File: config.mk
export PLATFORM = sky130hd
export DESIGN_NAME = cycle_walker
export DESIGN_NICKNAME = d
export VERILOG_FILES = /design/src/rtl/cycle_walker.sv
export SDC_FILE = /design/constraint.sdc
export NUM_CORES = 1
export LEC_CHECK = 0
export CAP_MARGIN = 20
export CORE_UTILIZATION = 50
export DETAILED_ROUTE_END_ITERATION = 6
export GPL_TIMING_DRIVEN = 0
export MAX_ROUTING_LAYER = met4
export PLACE_DENSITY = 0.8
export SYNTH_ARGS = -nofsm -noshare
export SYNTH_HDL_FRONTEND = slang
export SYNTH_SLANG_ARGS = --single-unit
File: constraint.sdc
create_clock -name clk -period 2.6 [get_ports clk]
set_clock_uncertainty 0.1 [all_clocks]
set_input_delay 0.52 -clock clk [delete_from_list [all_inputs] [get_ports clk]]
set_output_delay 0.52 -clock clk [all_outputs]
set_load 0.01 [all_outputs]
File: src/rtl/cycle_walker.sv
// Walks predecessor pointers of the relaxed vertex table until it is on a cycle,
// then streams that cycle's vertex IDs over a valid/ready handshake.
module cycle_walker #(
  parameter int unsigned NODES = 127,
  parameter int unsigned VW    = 7
) (
  input  logic          clk,
  input  logic          reset,
  input  logic          start,
  input  logic [VW-1:0] start_vert,
  output logic          busy,
  output logic          done,
  output logic          found,
  output logic          vert_rd,
  output logic [VW-1:0] vert_addr,
  input  logic [31:0]   vert_rdata,
  output logic          out_valid,
  input  logic          out_ready,
  output logic [VW-1:0] out_vert,
  output logic          out_last
);

  localparam int unsigned CW = $clog2(NODES + 2);
  localparam logic [CW-1:0] STEP_LIMIT = CW'(NODES + 1);
  localparam logic [17:0]   DIST_INF   = 18'h3FFFF;

  typedef enum logic [2:0] {
    IDLE,
    WALK_RD,
    WALK_WAIT,
    EMIT_RD,
    EMIT_WAIT,
    EMIT_OUT,
    FINISH
  } state_t;

  state_t        state_q, state_d;
  logic [VW-1:0] cur_q, cur_d;
  logic [VW-1:0] anchor_q, anchor_d;
  logic [VW-1:0] nxt_q, nxt_d;
  logic [CW-1:0] steps_q, steps_d;
  logic          busy_q, busy_d;
  logic          done_q, done_d;
  logic          found_q, found_d;
  logic          vert_rd_q, vert_rd_d;
  logic [VW-1:0] vert_addr_q, vert_addr_d;
  logic          out_valid_q, out_valid_d;
  logic [VW-1:0] out_vert_q, out_vert_d;
  logic          out_last_q, out_last_d;

  logic [VW-1:0] rd_pred;
  logic          rd_unreach;
  logic          unused_rdata;

  assign rd_pred      = vert_rdata[18 +: VW];
  assign rd_unreach   = (vert_rdata[17:0] == DIST_INF);
  assign unused_rdata = ^vert_rdata[31:18+VW];

  always_comb begin
    state_d  = state_q;
    cur_d    = cur_q;
    anchor_d = anchor_q;
    nxt_d    = nxt_q;
    steps_d  = steps_q;
    found_d  = found_q;
    out_last_d = out_last_q;

    case (state_q)
      IDLE: begin
        if (start) begin
          cur_d   = start_vert;
          steps_d = '0;
          found_d = 1'b0;
          state_d = WALK_RD;
        end
      end
      WALK_RD: state_d = WALK_WAIT;
      WALK_WAIT: begin
        if (rd_unreach) begin
          found_d = 1'b0;
          state_d = FINISH;
        end else begin
          steps_d = steps_q + 1'b1;
          // The final read sees the vertex reached after NODES hops, which is
          // already on the cycle; it becomes the anchor and emission starts there.
          if (steps_d == STEP_LIMIT) begin
            anchor_d = cur_q;
            steps_d  = '0;
            state_d  = EMIT_RD;
          end else begin
            cur_d   = rd_pred;
            state_d = WALK_RD;
          end
        end
      end
      EMIT_RD: state_d = EMIT_WAIT;
      EMIT_WAIT: begin
        if (rd_unreach) begin
          found_d = 1'b0;
          state_d = FINISH;
        end else begin
          nxt_d      = rd_pred;
          out_last_d = (rd_pred == anchor_q) || (steps_q >= STEP_LIMIT);
          state_d    = EMIT_OUT;
        end
      end
      EMIT_OUT: begin
        if (out_ready) begin
          if (out_last_q) begin
            found_d = 1'b1;
            state_d = FINISH;
          end else begin
            cur_d   = nxt_q;
            steps_d = steps_q + 1'b1;
            state_d = EMIT_RD;
          end
        end
      end
      FINISH:  state_d = IDLE;
      default: state_d = IDLE;
    endcase

    busy_d      = (state_d != IDLE) && (state_d != FINISH);
    done_d      = (state_d == FINISH);
    vert_rd_d   = (state_d == WALK_RD) || (state_d == EMIT_RD);
    vert_addr_d = vert_rd_d ? cur_d : '0;
    out_valid_d = (state_d == EMIT_OUT);
    out_vert_d  = out_valid_d ? cur_d : '0;
    if (!out_valid_d) begin
      out_last_d = 1'b0;
    end
  end

  always_ff @(posedge clk or posedge reset) begin
    if (reset) begin
      state_q     <= IDLE;
      cur_q       <= '0;
      anchor_q    <= '0;
      nxt_q       <= '0;
      steps_q     <= '0;
      busy_q      <= 1'b0;
      done_q      <= 1'b0;
      found_q     <= 1'b0;
      vert_rd_q   <= 1'b0;
      vert_addr_q <= '0;
      out_valid_q <= 1'b0;
      out_vert_q  <= '0;
      out_last_q  <= 1'b0;
    end else begin
      state_q     <= state_d;
      cur_q       <= cur_d;
      anchor_q    <= anchor_d;
      nxt_q       <= nxt_d;
      steps_q     <= steps_d;
      busy_q      <= busy_d;
      done_q      <= done_d;
      found_q     <= found_d;
      vert_rd_q   <= vert_rd_d;
      vert_addr_q <= vert_addr_d;
      out_valid_q <= out_valid_d;
      out_vert_q  <= out_vert_d;
      out_last_q  <= out_last_d;
    end
  end

  assign busy      = busy_q;
  assign done      = done_q;
  assign found     = found_q;
  assign vert_rd   = vert_rd_q;
  assign vert_addr = vert_addr_q;
  assign out_valid = out_valid_q;
  assign out_vert  = out_vert_q;
  assign out_last  = out_last_q;

endmodule

== Yosys cells after proc, flatten, opt, wreduce, memory -nomap -nowiden ==
Index checks and enable logic that the tools add are counted.
Word-level totals
  register bits after elaboration: 52
  input port bits: 43
  output and inout bits: 20
  logic and storage cells: 79
Cells by class
  bitwise operators: 1
  multiplexer cells: 29
  order comparisons: 1
  equal/unequal tests: 21
  add/subtract/negate cells: 1
  reductions and logical operators: 13
Operators by type and width (number)
  $mux 7: 7
  $mux 8: 5
  $pmux 8 s3: 1
  $pmux 7 s3: 1
  $eq 18x18->1 const B: 1
  $pmux 3 s6: 1
  $eq 3x3->1 const B: 4
  $mux 3: 4
  $ne 2x2->1 const B: 6
  $reduce_and 5->1: 2
  $eq 3x2->1 const B: 3
  $reduce_bool 3->1: 3
  $add 8x1->8 const B: 1
  $eq 8x8->1 const B: 1
  $ge 8x8->1 const B: 1
  $eq 7x7->1: 1
  $mux 1: 7
  $eq 3x1->1 const B: 2
  $mux 2: 2
  $ne 2x1->1 const B: 2
  $reduce_and 2->1: 2
  $logic_not 3->1: 1
  $ne 3x3->1 const B: 1
  $pmux 1 s3: 1
  other kinds (5): 6

== Depth between registers and ports, before layout ==
  word-level depth: 8
  gate-level depth with buffers: 8

== Least setup slack after synthesis ==
OpenSTA, ideal clock, no wires.
  path kind: reg-to-reg
  start: register steps_q[0]
  end: register anchor_q[0]
  buffers on the path: 0
  library setup time: 125 ps
  period minus slack after synthesis: 2214 ps
  arrival: 1989 ps
  path slack: 386 ps
  data required time: 2375 ps
  stages on the path, launching flop included: 8
  cell sequence: dfrtp_1 -> ha_1 -> nand2_1 -> o21bai_1 -> a2111oi_4 -> nand2_1 -> nor2_4 -> mux2_2
Between the ends
  longest elaborated chain between the ends: 3
Ends and longest elaborated chain
  start: declaration: RTL line 41  | logic [CW-1:0] steps_q, steps_d;
  start signal: assignment: RTL line 154  | steps_q <= steps_d;
  $add 8x1->8: RTL line 83  | steps_d = steps_q + 1'b1;
  $eq 8x8->1: RTL line 86  | if (steps_d == STEP_LIMIT) begin
  $reduce_and 3->1 (no line)
  end signal: assignment: RTL line 152  | anchor_q <= anchor_d;
  end: declaration: RTL line 39  | logic [VW-1:0] anchor_q, anchor_d;
No other way between the ends.
A chain may end at the register's enable or synchronous reset.

== Worst setup path after layout ==
  start: input port start
  end: register steps_q[5]
Between the ends
  longest elaborated chain between the ends: 2
Ends and longest elaborated chain
  start: declaration: RTL line 9  | input logic start,
  $ne 2x2->1 (no line)
  $reduce_and 5->1 (no line)
No other way between the ends.

==> metrics.txt <==
initial core utilization 0.522; setup TNS 0 ns; Diodes inserted 0; CTS tree done; die width roughly 75 um; run status finished, final reports clean; Skew-Pair Late Insertion Delay 0.31 ns; Flop pwr share 0.389; Pre-antenna DRT Iters 4; remaining antenna violation count 0; GPL Wtd Cong around 0.86; sequential share of the synthesized area 0.488; Area growth syn-to-layout 29.4%; Slew @ Worst Pin 0.802 ns; initial antenna violation count 0; Fillers 405; Leakage Power 1.46 nW; Final period util 0.965; via count 2249; clk buf depth 2; H-tree depth 2; Switching Share 0.395; number of remaining DRC errors 0; Fmax between 300 and 400 MHz; Final Hold Slack around 0.36 ns; # port buffers 55; worst vdd ir 0.000603 V; clock tree sinks 52; area leader, netlist dfrtp_1; RSZ-0062 raised after global routing yes; post-synthesis cell count between 200 and 300; Vias/cell around 5.6; Synth area leaders dfrtp_1, mux2_2, o21ai_0; First DRT Iteration DRCs 157; Area after DPL 3320 sq um; final setup vio count 0; worst hold path class in -> async; largest net degree at the start of global routing 41; worst setup margin around 0.09 ns; Synth Register Bits 52; Crit Path Class in -> reg; vias in the first global route 2144; fin cells 400; Post-synth ARST share 1.00; CTS Buf Count 5; Synth Warn # 0; Arrival @ worst endpoint 2.62 ns; R2R cell count 7; Slew Limit Fails 0; Row Count 26; Pint between 1.5 and 2 mW; CP Capture Type flip-flop; pre-CTS setup slack -0.382 ns; Post-Layout Inst Area 3450 sq um; dominant synthesized flop cell dfrtp_1; clk root buf clkbuf_8; total congestion overflow 0; DP Cell Count 389; Worst slew margin 0.462; Overall Global Routing Usage 0.247; Max-Cap Viols 0; crit-path max FO 10; Post-synth EDFFs 0; Fin. Hold Viols 0; first-pass GRT wire length approximately 10 mm; Netlist cell types 54; DIE AREA 5620 sq um; Layout Nets 374; syn avg cell area between 10 and 15 sq um; IO Count between 60 and 70; core area 5110 sq um; Startpoint Class primary input; Pwr Density between 800 and 900 nW/um^2; share of the synthesized area in the top cell type 0.488; Clock transition at path regs 0.10 ns; Clk pwr share 0.156; net switching power 1.20 mW; share of layout cells above drive strength 1 0.136; min Tclk post-route about 2.5 ns; Comb power frac 0.455; Post-DP HPWL 4.62 mm; total routed wirelength 6.27 mm; WL/cell 15.7 um; Post-Syn Nets 308; Critical Path RT 2.71 ns; Post-Syn Area 2660 sq um; Die H 75.0 um
critical path, cell delays in order:
cell	delay [ns]
clkdlybuf4s50_1	0.47
or2_2	0.33
a32oi_1	0.34
a31o_2	0.26
clkbuf_1	0.44
o21ai_0	0.18
o41ai_1	0.08
sequential cells by signal, summed over array words and instances (netlist names), 3 cells and up:
register,cells
anchor_q,7
cur_q,7
nxt_q,7
out_vert,7
state_q,3
steps_q,8
vert_addr,7
power by group through the flow:
| stage | sequential (mW) | combinational, mW | clock [mW] |
|---|---|---|---|
| 4_1_cts | 1.18 | 1.37 | 0.481 |
| 6_report | 1.18 | 1.38 | 0.475 |
| 3_5_place_dp | 1.19 | 1.35 | 0 |
| 3_3_place_gp | 1.18 | 1.31 | 0 |
| 2_1_floorplan | 1.20 | 0.854 | 0 |
| 5_1_grt | 1.20 | 1.52 | 0.504 |
kinds of logic after synthesis:
group                    synth area share
multiplexers                       0.0780
flip-flops                          0.488
AND/OR/NAND/NOR                     0.175
buffers and inverters              0.0315
XOR/XNOR                           0.0263
AO/OA/AOI/OAI                       0.191
adder cells (fa/ha/maj)           0.00939
cell usage in the layout (no fill, tap or decap), types with 3 or more instances in the layout:
cell             count
nand3_1              5
nor2b_1              9
nand4_1              6
buf_2                3
xnor2_1              4
nand2b_1             3
inv_1               13
o31ai_1              4
o21ai_0             19
a221oi_2             4
dfrtp_1             52
clkbuf_8             5
mux2i_1              5
nor4_1               3
a21oi_1             13
nor3_1               5
nand2_1             24
mux2_2              14
buf_4                3
clkdlybuf4s50_1     55
a31oi_1              3
and2_1               4
nor2_1              21
xor2_1               4
cell type report:
class                      instances  area (sq um)  share of cell area
buffer                             7          31.3             0.00908
clock inverter                     3          22.5             0.00654
inverter                          14          52.6              0.0153
multi-input combinational        190          1290               0.374
timing repair buffer              59           593               0.172
clock buffer                       5          68.8              0.0200
sequential                        52          1300               0.378
tap                               70          87.6              0.0254
Yosys cell counts, drive strengths merged (2+ instances only):
cell and n:
mux2i 5, inv 14, nor2b 9, o21ai 21, o21a 2, nor4 4, a221oi 6, nand2b 3
mux2 14, clkbuf 3, dfrtp 52, nand2 24, nand3 5, a2bb2oi 2, nor2 22, buf 4
a31oi 3, and2 5, a41oi 2, o211ai 2, ha 2, nor3 7, xor2 4, a21oi 14
nand4 6, or2 2, o21bai 2, xnor2 4, o31ai 4
routing by layer:
metal  GRT usage  up-vias  part of all wire
met5           -        -                 0
li1            -     1085                 -
met1       0.318     1093              0.45
met2       0.396       62              0.50
met4      0.0797        0             0.017
met3      0.0455        9             0.038
final timing paths:
path	start	endpoint	slack (ns)
max	start	steps_q[5]$_DFFE_PP0P_	0.09
min	reset	vert_addr[4]$_DFF_PP0_	0.36
max reg2reg	steps_q[0]$_DFFE_PP0P_	anchor_q[1]$_DFFE_PP0P_	0.12
min reg2reg	nxt_q[2]$_DFFE_PP0P_	nxt_q[2]$_DFFE_PP0P_	0.41
max in group asynchronous	reset	anchor_q[0]$_DFFE_PP0P_	1.56
min in group clk	nxt_q[2]$_DFFE_PP0P_	nxt_q[2]$_DFFE_PP0P_	0.41
repair_timing:
action / 4_1_cts / 5_1_grt
buffers inserted: 1 / 2
pin swaps: 1 / 1
gates resized for setup: 0 / 2
hold buffers: 0 / 0
endpoints found under the setup margin: 2 / 32
hold endpoints to repair: 0 / 0
stage by stage:
| stage | power [mW] | util |
|---|---|---|
| after floorplan | 2.06 | - |
| after global placement | 2.49 | 0.646 |
| after detailed placement | 2.55 | 0.650 |
| after CTS | 3.03 | 0.670 |
| after global routing | 3.23 | 0.675 |
| final | 3.04 | 0.675 |
Note: power is estimated with default switching activity, not from simulation.
